File: config.mk
export PLATFORM = sky130hd
export DESIGN_NAME = mem_stage_lsu
export DESIGN_NICKNAME = d
export VERILOG_FILES = /design/src/rtl/mem_stage_lsu.sv
export SDC_FILE = /design/constraint.sdc
export NUM_CORES = 1
export LEC_CHECK = 0
export CORE_AREA = 3 3 121 123
export CTS_BUF_LIST = sky130_fd_sc_hd__clkbuf_8
export DETAILED_ROUTE_END_ITERATION = 12
export DIE_AREA = 0 0 124 126
export PLACE_DENSITY = 0.83
export SETUP_SLACK_MARGIN = 0.4
export SLEW_MARGIN = 15
export SYNTH_ARGS = -nofsm -noshare
export SYNTH_HDL_FRONTEND = slang
export SYNTH_SLANG_ARGS = --single-unit
File: constraint.sdc
create_clock -name clk -period 4.48 [get_ports clk]
set_input_delay 0.448 -clock clk [delete_from_list [all_inputs] [get_ports clk]]
set_output_delay 0.448 -clock clk [all_outputs]
set_load 0.02 [all_outputs]
File: src/rtl/mem_stage_lsu.sv
// mem_stage_lsu: MEM pipeline stage load/store unit.
// Issues one data-memory access per EX/MEM entry, stalls upstream until the
// access acknowledges or times out, and registers the MEM/WB fields.
// Optional feature macro: LSU_MISALIGN_TRAP_EN (trap misaligned half/word
// accesses instead of silently aligning them).
module mem_stage_lsu #(
    parameter int unsigned DM_ADDR_W   = 9,
    parameter int unsigned TIMEOUT_CYC = 255
) (
    input  logic                 clk,
    input  logic                 reset,
    input  logic                 in_valid,
    input  logic                 mem_read,
    input  logic                 mem_write,
    input  logic                 reg_write,
    input  logic                 mem_to_reg,
    input  logic [31:0]          alu_result,
    input  logic [31:0]          rd_two,
    input  logic [4:0]           rd,
    input  logic [2:0]           func3,
    input  logic [1:0]           load_size,
    input  logic                 load_signed,
    output logic                 stall,
    output logic                 dm_req,
    output logic                 dm_we,
    output logic [DM_ADDR_W-1:0] dm_addr,
    output logic [31:0]          dm_wdata,
    output logic [3:0]           dm_be,
    input  logic                 dm_ack,
    input  logic [31:0]          dm_rdata,
    output logic                 wb_valid,
    output logic                 wb_reg_write,
    output logic                 wb_mem_to_reg,
    output logic [4:0]           wb_rd,
    output logic [31:0]          wb_alu_result,
    output logic [31:0]          wb_mem_data,
    output logic                 misalign,
    output logic                 bus_err
);

    typedef enum logic {IDLE, ACCESS} state_t;

    state_t      state, state_nx;
    logic [7:0]  cnt;
    logic        memop, is_store, misalign_hit, timeout_hit, start;
    logic [3:0]  be_c;
    logic [31:0] wdata_c, load_c, shifted;
    logic        unused_ok;

    // Decode the entry: op kind, misalign trap, timeout and the stall request.
    // The final timeout cycle drops stall so the aborted entry retires with it.
    always_comb begin
        memop        = mem_read | mem_write;
        is_store     = mem_write;
`ifdef LSU_MISALIGN_TRAP_EN
        if (is_store)
            misalign_hit = (func3[1:0] == 2'b01) ? alu_result[0] :
                           (func3[1:0] == 2'b00) ? 1'b0 : |alu_result[1:0];
        else
            misalign_hit = (load_size == 2'b01) ? alu_result[0] :
                           (load_size == 2'b00) ? 1'b0 : |alu_result[1:0];
        misalign_hit = misalign_hit & in_valid & memop;
`else
        misalign_hit = 1'b0;
`endif
        start        = (state == IDLE) & in_valid & memop & ~misalign_hit;
        timeout_hit  = (state == ACCESS) & ~dm_ack & (cnt == 8'(TIMEOUT_CYC - 1));
        stall        = ~reset & (start | ((state == ACCESS) & ~dm_ack & ~timeout_hit));
        unused_ok    = ^{alu_result[31:DM_ADDR_W+2], func3[2]};
    end

    // Store lane enables / replicated write data and load extraction.
    always_comb begin
        case (func3[1:0])
            2'b00: begin
                be_c    = 4'b0001 << alu_result[1:0];
                wdata_c = {4{rd_two[7:0]}};
            end
            2'b01: begin
                be_c    = alu_result[1] ? 4'b1100 : 4'b0011;
                wdata_c = {2{rd_two[15:0]}};
            end
            default: begin
                be_c    = 4'b1111;
                wdata_c = rd_two;
            end
        endcase
        shifted = dm_rdata >> {alu_result[1:0], 3'b000};
        case (load_size)
            2'b00:   load_c = {{24{load_signed & shifted[7]}}, shifted[7:0]};
            2'b01:   load_c = alu_result[1] ?
                              {{16{load_signed & dm_rdata[31]}}, dm_rdata[31:16]} :
                              {{16{load_signed & dm_rdata[15]}}, dm_rdata[15:0]};
            default: load_c = dm_rdata;
        endcase
    end

    // Next-state selection.
    always_comb begin
        state_nx = state;
        case (state)
            IDLE:    if (start) state_nx = ACCESS;
            ACCESS:  if (dm_ack || timeout_hit) state_nx = IDLE;
            default: state_nx = IDLE;
        endcase
    end

    // State, access counter and the registered memory request.
    always_ff @(posedge clk or posedge reset) begin
        if (reset) begin
            state    <= IDLE;
            cnt      <= '0;
            dm_req   <= 1'b0;
            dm_we    <= 1'b0;
            dm_addr  <= '0;
            dm_wdata <= '0;
            dm_be    <= '0;
        end else begin
            state <= state_nx;
            if (start) begin
                cnt      <= '0;
                dm_req   <= 1'b1;
                dm_we    <= is_store;
                dm_addr  <= alu_result[DM_ADDR_W+1:2];
                dm_wdata <= wdata_c;
                dm_be    <= is_store ? be_c : 4'b1111;
            end else if (state == ACCESS) begin
                if (dm_ack || timeout_hit) begin
                    dm_req <= 1'b0;
                    dm_we  <= 1'b0;
                end else begin
                    cnt <= cnt + 8'd1;
                end
            end
        end
    end

    // MEM/WB register: cleared every cycle unless an entry completes.
    always_ff @(posedge clk or posedge reset) begin
        if (reset) begin
            wb_valid      <= 1'b0;
            wb_reg_write  <= 1'b0;
            wb_mem_to_reg <= 1'b0;
            wb_rd         <= '0;
            wb_alu_result <= '0;
            wb_mem_data   <= '0;
            misalign      <= 1'b0;
            bus_err       <= 1'b0;
        end else begin
            wb_valid      <= 1'b0;
            wb_reg_write  <= 1'b0;
            wb_mem_to_reg <= 1'b0;
            wb_rd         <= '0;
            wb_alu_result <= '0;
            wb_mem_data   <= '0;
            misalign      <= 1'b0;
            bus_err       <= 1'b0;
            if ((state == IDLE && in_valid && (!memop || misalign_hit)) ||
                (state == ACCESS && (dm_ack || timeout_hit))) begin
                wb_valid      <= 1'b1;
                wb_mem_to_reg <= mem_to_reg;
                wb_rd         <= rd;
                wb_alu_result <= alu_result;
                wb_reg_write  <= reg_write & ~misalign_hit & ~timeout_hit;
                misalign      <= (state == IDLE) & misalign_hit;
                bus_err       <= timeout_hit;
                if (state == ACCESS && dm_ack && !is_store)
                    wb_mem_data <= load_c;
            end
        end
    end

endmodule

==> results of run 1 <==
[routing by layer]
layer / routed length (um) / share of wire [%] / vias to the layer above
met5: 0 / 0 / -
met2: 7830 / 49 / 197
met4: 225 / 1.4 / 0
met3: 1510 / 9.5 / 21
met1: 6280 / 40 / 2232
li1: - / - / 2151
[cells by family after synthesis]
group                    Yosys count
other                              1
AND/OR/NAND/NOR                  216
AO/OA/AOI/OAI                     87
adder cells (fa/ha/maj)            2
multiplexers                      33
buffers and inverters             38
flip-flops                       129
[cell type report]
class,count,area [um2]
clock inverter,14,190
clock buffer,17,234
inverter,4,17.5
multi-input combinational,339,2000
sequential,129,3230
fill,1127,5490
tap,180,225
timing repair buffer,240,2390
[cell usage after synthesis (7+ instances only)]
cell        n  area [um2]
nand3_1     7        35.0
o21ai_0    34         170
o221a_2     7        78.8
dfrtp_1   129        3230
clkbuf_1   27         101
nand2b_1   11        68.8
a21oi_1    20         100
mux2i_1    31         310
nor3b_1     8        60.1
nor2_1     16        60.1
o311a_1     8        80.1
nand2_1   113         424
and2_1     41         257
nor2b_1    10        62.6
[power breakdown]
group	switching (mW)	internal (mW)	leakage [nW]
Combinational	0.450	0.425	1.88
Clock	0.466	0.603	0.206
Sequential	0.0837	1.31	1.68
Total	0.999	2.34	3.76
[final timing paths]
path | start | to | slack (ns) | cells after the start
min in group asynchronous | reset | cnt[4] | 0.57 | 2
max in group asynchronous | reset | cnt[5] | 2.94 | 3
min | dm_addr[1] | dm_addr[1] | 0.48 | 2
max reg2reg | cnt[0] | wb_reg_write | 2.12 | 6
max | cnt[0] | stall | 1.48 | 6
min reg2reg | dm_addr[1] | dm_addr[1] | 0.48 | 2
[per-stage QoR]
step / cell area [um2] / hold WS, ns / power, mW / utilization, % / instances
after global routing: 8280 / 0.508 / 3.51 / 60.1 / 923
after floorplan: 5390 / 0.470 / 1.82 / - / 506
final: 8280 / 0.476 / 3.34 / 60.1 / 923
after global placement: 7860 / 0.461 / 2.27 / 57.0 / 892
after detailed placement: 7860 / 0.469 / 2.30 / 57.0 / 892
after CTS: 8280 / 0.486 / 3.38 / 60.1 / 923
[worst register-to-register path, cell delays in order (launching register included)]
cell	delay, ns
dfrtp_1	0.45
inv_1	0.09
ha_1	0.21
nand3_1	0.12
o21ai_1	0.54
and2_2	0.65
and3b_1	0.25
==> flow_summary.yaml, run 1 <==
status:
  outcome: "complete, no violations"
clock_tree:
  htreeDepth: 4
  cts_buffers: 17
  clock_sinks: 129
  cts_hold_buf: 0
  cts_buffer_depth: 2
  cts-root-buf: "clkbuf_8"
  post-cts-setup-buffers: 0
  cts_tree: "yes"
  path_clk_slew_ns: 0.07
  clock_latency_ns: 0.42
  cts.repair.resized: 0
worst_setup_path:
  arrival_ns: 2.56
  cp-end-kind: "output pin"
  crit_buf_inv: 2
  slowest_delay_ns: 0.59
  critPathKind: "register to output pin"
  crit_family: "compound AO/OA/AOI/OAI gates"
  cp_max_fo: 11
  cp_slowest_cell: "clkdlybuf4s50_1"
  cp.required_ns: 4.03
  cp_cell_sequence: "inv_1 -> ha_1 -> nand3_1 -> o21ai_1 -> a21oi_1 -> clkdlybuf4s50_1"
  start_kind: "register"
logic_synthesis:
  synth_cell_types: 42
  synth_xor_area_share_pct: 0
  ys_seq_area_share_pct: 59.9
  syn_inst: 506
  synth_edf_count: 0
  synth_top_family_by_area: "simple AND/OR/NAND/NOR gates"
  synthSimpleGateAreaFrac_pct: 19.4
  yosys-mux-area-fraction_pct: 6.38
  synthFlopType: "dfrtp_1"
  synth-compound-area-share_pct: 10.7
  synthesis.area_um2: 5390
  synth_fa_ha_area_share_pct: 0.464
  syn_nets: 623
  avgSynthCellArea_um2: 10.7
  synth-seq-cells: 129
  ys_warn_count: 0
  async_flop_share_pct: 100
sta:
  rsz0062_at_grt: "no"
  max_slew.worst_pin.slew_ns: 1.16
  slew_headroom_pct: 22.5
  fin_worst_skew_ns: 0.00856
  period_share_pct: 67.1
  tns_ns: 0
  hold_violations: 0
  setup_viol: 0
  period_needed_ns: 3.00
  drv_slew: 0
  max_freq_ghz: 0.333
  fin_ws_ns: 1.48
global_routing:
  gr-total-overflow: 0
  use_met3_pct: 7.32
  grt_pass1_wl_um: 25000
  use_met1_pct: 25.5
  grt_pass1_vias: 4751
  top_usage_layer: "met2"
  met2_usage_pct: 34.1
  grt_max_degree: 74
  track_usage_pct: 20.7
  antenna_found_initial: 0
route:
  drc: 0
  drt-initial-drc-count: 338
  via_per_inst: 4.98
  drt_wl_total_um: 15800
  wl_per_cell_um: 17.2
  vias: 4601
  postRouteAntennaNets: 0
  first_pass_iters: 5
flow_run:
  maxCapViolCount: 0
pwr:
  p_leak_nw: 3.76
  irDropWorstVdd_uv: 186
  power.density_nw_per_um2: 403
place:
  dp_slack_ns: 1.46
  gp_congestion: 0.834
  dpl.hpwl_um: 11700
  io_buffers: 234
cells_and_area:
  layout_common_cells: "234 x clkdlybuf4s50_1, 129 x dfrtp_1, 113 x nand2_1, 40 x and2_1, 33 x o21ai_0"
  fin_nets: 848
  antenna_cells: 0
  final_common_cell: "clkdlybuf4s50_1"
  drive_gt1_share_pct: 7.13
  area_growth_pct: 53.6
  reg_top3: "dm_wdata (32), wb_alu_result (32), wb_mem_data (32)"
worst_hold_path:
  hold_path.class: "register to register"
floorplan:
  coreArea_um2: 13800
  die_h_um: 126
  io_pins: 237
  start_util_pct: 39.1
  num_rows: 43
  dieArea_um2: 15600
  die_w_um: 124
(Power assumes the default switching activity.)
==> inputs of run 2 (changes only) <==
==> constraint.sdc (replaced) <==
create_clock -name clk -period 2.84 [get_ports clk]
set_input_delay 0.284 -clock clk [delete_from_list [all_inputs] [get_ports clk]]
set_output_delay 0.284 -clock clk [all_outputs]
set_load 0.02 [all_outputs]
==> flow_summary.yaml, run 2 (synthesized netlist as in run 1, its figures left out) <==
status:
  outcome: "complete, no violations"
pwr:
  p_leak_nw: 3.81
  irDropWorstVdd_uv: 365
  power.total_mw: 5.00
  power.density_nw_per_um2: 603
cells_and_area:
  stdcell_area_um2: 8300
  reg_top3: "dm_wdata (32), wb_alu_result (32), wb_mem_data (32)"
  final_common_cell: "clkdlybuf4s50_1"
  fill_cells: 1128
  ff_latch_area_um2: 3230
  antenna_cells: 0
  layout_common_cells: "233 x clkdlybuf4s50_1, 129 x dfrtp_1, 113 x nand2_1, 40 x and2_1, 34 x o21ai_0"
  multi_input_area_um2: 2000
  fin_nets: 856
  drive_gt1_share_pct: 7.72
  area_growth_pct: 54.0
  stdcell_count: 931
worst_setup_path:
  start_kind: "register"
  startpoint: "cnt[0]"
  worstReg2RegEnd: "wb_reg_write"
  cp-end-kind: "output pin"
  arrival_ns: 1.96
  rr_startpoint: "cnt[0]"
  r2r_cells: 7
  crit_end: "stall"
  cp.required_ns: 2.56
  critPathKind: "register to output pin"
  cp_max_fo: 7
  regToRegSetupSlack_ns: 0.63
sta:
  tns_ns: 0
  setup_viol: 0
  period_share_pct: 79.1
  fin_worst_skew_ns: 0.0110
  period_needed_ns: 2.25
  max_slew.worst_pin.slew_ns: 0.745
  fin_ws_ns: 0.594
  max_freq_ghz: 0.445
  slew_headroom_pct: 50.3
  hold_violations: 0
  drv_slew: 0
  rsz0062_at_grt: "no"
floorplan:
  die_w_um: 124
  num_rows: 43
  io_pins: 237
  coreArea_um2: 13800
  start_util_pct: 39.1
  die_h_um: 126
  dieArea_um2: 15600
route:
  via_per_inst: 4.91
  vias: 4571
  drt_wl_total_um: 15600
  drt-initial-drc-count: 241
  drc: 0
  postRouteAntennaNets: 0
  first_pass_iters: 4
  wl_per_cell_um: 16.8
place:
  place_inst: 900
  dp_slack_ns: 0.234
  io_buffers: 234
  gp_congestion: 0.860
  dpl-instance-area_um2: 7940
  dpl.hpwl_um: 11800
global_routing:
  grt_pass1_vias: 4793
  grt_max_degree: 74
  grt_pass1_wl_um: 24600
  gr-total-overflow: 0
  antenna_found_initial: 0
  track_usage_pct: 20.6
clock_tree:
  cts_tree: "yes"
  path_clk_slew_ns: 0.08
  clock_latency_ns: 0.42
  clock_sinks: 129
  htreeDepth: 4
  cts-root-buf: "clkbuf_8"
  cts_buffers: 17
  cts_buffer_depth: 2
worst_hold_path:
  hold_path.class: "input pin to asynchronous set/reset pin"
flow_run:
  maxCapViolCount: 0
==> run 2: worst min path at each step <==
stage,from,endpoint,depth (start not counted)
floorplan,alu_result[2],dm_addr[0],2
global placement,dm_addr[4],dm_addr[4],2
detailed placement,dm_addr[7],dm_addr[7],2
CTS,reset,dm_wdata[17],2
global route,alu_result[16],wb_alu_result[16],2
finish,reset,dm_wdata[17],2
==> run 2: layout make-up <==
class	instances	area share [%]
Tap cell	180	2.71
Inverter	4	0.226
Clock inverter	10	0.844
Timing Repair Buffer	248	29.8
Sequential cell	129	38.9
Multi-Input combinational cell	339	24.1
Clock buffer	21	3.48
==> run 2: where the power goes <==
group	total, mW	switching [mW]	internal, mW
clock network	1.42	0.657	0.760
registers	2.19	0.121	2.07
logic	1.40	0.714	0.682
==> run 2: worst max-delay path, cell delays in order, from the launching register on <==
cell and delay (ns):
dfrtp_1 0.44, inv_1 0.08, ha_1 0.18, nand3_1 0.10, o21ai_0 0.29, a21oi_1 0.12, dlygate4sd2_1 0.33
==> run 2: through the flow <==
stage	hold WS, ns	util, %
final	0.376	60.3
after global routing	0.382	60.3
after CTS	0.361	60.3
after detailed placement	0.465	57.7
after global placement	0.460	57.7
after floorplan	0.389	-
==> run 2: what timing repair did <==
action                     CTS  global route
hold buffers                 0             0
gates resized for setup      2             0
setup endpoints to repair   41             0
buffers inserted             0             0
==> run 2: routing by layer <==
| layer | part of all wire [%] | GRT usage (%) | wire (um) | up-vias |
|---|---|---|---|---|
| met1 | 39 | 24.5 | 6150 | 2203 |
| met3 | 7.3 | 6.42 | 1150 | 25 |
| li1 | - | - | - | 2163 |
| met4 | 2.4 | 8.05 | 374 | 0 |
| met2 | 51 | 34.6 | 7970 | 180 |
| met5 | 0 | 0 | 0 | - |
==> inputs of run 3 (changes only) <==
==> constraint.sdc (replaced) <==
create_clock -name clk -period 2.1 [get_ports clk]
set_input_delay 0.21 -clock clk [delete_from_list [all_inputs] [get_ports clk]]
set_output_delay 0.21 -clock clk [all_outputs]
set_load 0.02 [all_outputs]
==> flow_summary.yaml, run 3 (synthesized netlist as in run 1, its figures left out) <==
sta:
  drv_slew: 0
  max_slew.worst_pin.slew_ns: 0.583
  slew_headroom_pct: 61.0
  period_needed_ns: 1.72
  period_share_pct: 82.1
  setup_viol: 0
  hold_violations: 0
  max_freq_ghz: 0.580
  rsz0062_at_grt: "yes"
  fin_worst_skew_ns: 0.00838
  holdWs_ns: 0.297
  fin_ws_ns: 0.377
global_routing:
  grt_max_degree: 82
  antenna_found_initial: 0
  track_usage_pct: 21.3
  gr-total-overflow: 0
  grt_pass1_vias: 4911
  grt_pass1_wl_um: 25700
worst_setup_path:
  cp_cell_sequence: "inv_1 -> ha_2 -> nand3_2 -> o21ai_2 -> a21oi_2 -> buf_4"
  crit_family: "flip-flops"
  slowest_delay_ns: 0.38
  critPathKind: "register to output pin"
  cp.required_ns: 1.89
  start_kind: "register"
  cp_max_fo: 2
  cp_slowest_cell: "dfrtp_1"
  cp-end-kind: "output pin"
  arrival_ns: 1.51
  crit_buf_inv: 2
clock_tree:
  path_clk_slew_ns: 0.07
  clock_latency_ns: 0.42
  cts_hold_buf: 0
  clock_sinks: 129
  cts_tree: "yes"
  cts_buffer_depth: 2
  cts_buffers: 17
  htreeDepth: 4
  cts-root-buf: "clkbuf_8"
cells_and_area:
  reg_top3: "dm_wdata (32), wb_alu_result (32), wb_mem_data (32)"
  stdcell_count: 952
  final_common_cell: "clkdlybuf4s50_1"
  stdcell_area_um2: 8600
  final_util_pct: 62.5
  area_growth_pct: 59.6
  antenna_cells: 0
  drive_gt1_share_pct: 11.3
  layout_common_cells: "226 x clkdlybuf4s50_1, 129 x dfrtp_1, 113 x nand2_1, 40 x and2_1, 33 x o21ai_0"
  fin_nets: 876
status:
  outcome: "complete, no violations"
pwr:
  pwr-share-clk_pct: 30.2
  intPower_mw: 5.03
  comb_power_share_pct: 28.3
  irDropWorstVdd_uv: 467
  power.density_nw_per_um2: 828
  p_leak_nw: 4.01
  pwr-share-seq_pct: 41.5
  swShare_pct: 29.5
  power.switching_mw: 2.10
route:
  wl_per_cell_um: 16.9
  first_pass_iters: 4
  vias: 4692
  via_per_inst: 4.93
  postRouteAntennaNets: 0
  drt-initial-drc-count: 268
  drt_wl_total_um: 16100
  drc: 0
place:
  io_buffers: 234
  dpl-instance-area_um2: 8070
  place_inst: 913
  gp_congestion: 0.849
  dpl.hpwl_um: 11800
  dp_slack_ns: -0.0592
flow_run:
  maxCapViolCount: 0
floorplan:
  die_h_um: 126
  start_util_pct: 39.1
  io_pins: 237
  die_w_um: 124
  num_rows: 43
  coreArea_um2: 13800
  dieArea_um2: 15600
worst_hold_path:
  hold_path.class: "input pin to asynchronous set/reset pin"
-- run 3: metrics by stage --
| stage | setup TNS, ns | power [mW] |
|---|---|---|
| after floorplan | 0 | 3.88 |
| after global placement | 0 | 4.90 |
| after detailed placement | -0.611 | 4.97 |
| after CTS | 0 | 7.21 |
| after global routing | 0 | 7.51 |
| final | 0 | 7.13 |
-- run 3: tightest hold or removal path: cells and delay by family --
kind / cells / cell delay [ns]
buf+inv: 3 / 0.89
-- run 3: worst paths after layout --
path	slack, ns	from	cells after the start	endpoint
min in group clk	0.30	alu_result[1]	3	wb_alu_result[1]
worst min register to register	0.48	dm_addr[1]	2	dm_addr[1]
worst max-delay path	0.38	cnt[0]	6	stall
worst min-delay path	0.30	reset	3	dm_addr[3]
worst max register to register	0.38	cnt[0]	8	wb_alu_result[7]
max in group asynchronous	1.38	reset	3	wb_mem_data[19]
-- run 3: final cells by class --
cell class / count / area, um2
fillers: 1095 / 5170
flip-flops and latches: 129 / 3230
repair buffers: 268 / 2700
multi-input cells: 339 / 2030
clock buffers: 19 / 262
well taps: 180 / 225
clock inverters: 13 / 145
inverters: 4 / 18.8
-- run 3: metal layers --
layer  share of wire, %  up-vias  global-route usage (%)
li1                   -     2203                       -
met1                 38     2262                    25.8
met2                 51      197                    35.6
met3                8.4       30                    6.38
met4                2.3        0                    7.93
met5                  0        -                       0
-- run 3: repair_timing --
action                                  in CTS  in global routing
resized for setup                           12                 12
buffers inserted                             3                  3
hold endpoints to repair                     0                  0
endpoints found under the setup margin      42                 59
pin swaps                                    1                  2
gates cloned                                 1                  0
-- run 3: power by group through the flow --
stage | logic, mW | clock network (mW) | registers, mW
detailed placement | 1.95 | 0 | 3.01
floorplan | 0.500 | 0 | 3.38
CTS | 2.03 | 2.22 | 2.96
global route | 2.17 | 2.34 | 2.99
finish | 2.02 | 2.15 | 2.96
global placement | 1.91 | 0 | 3.00
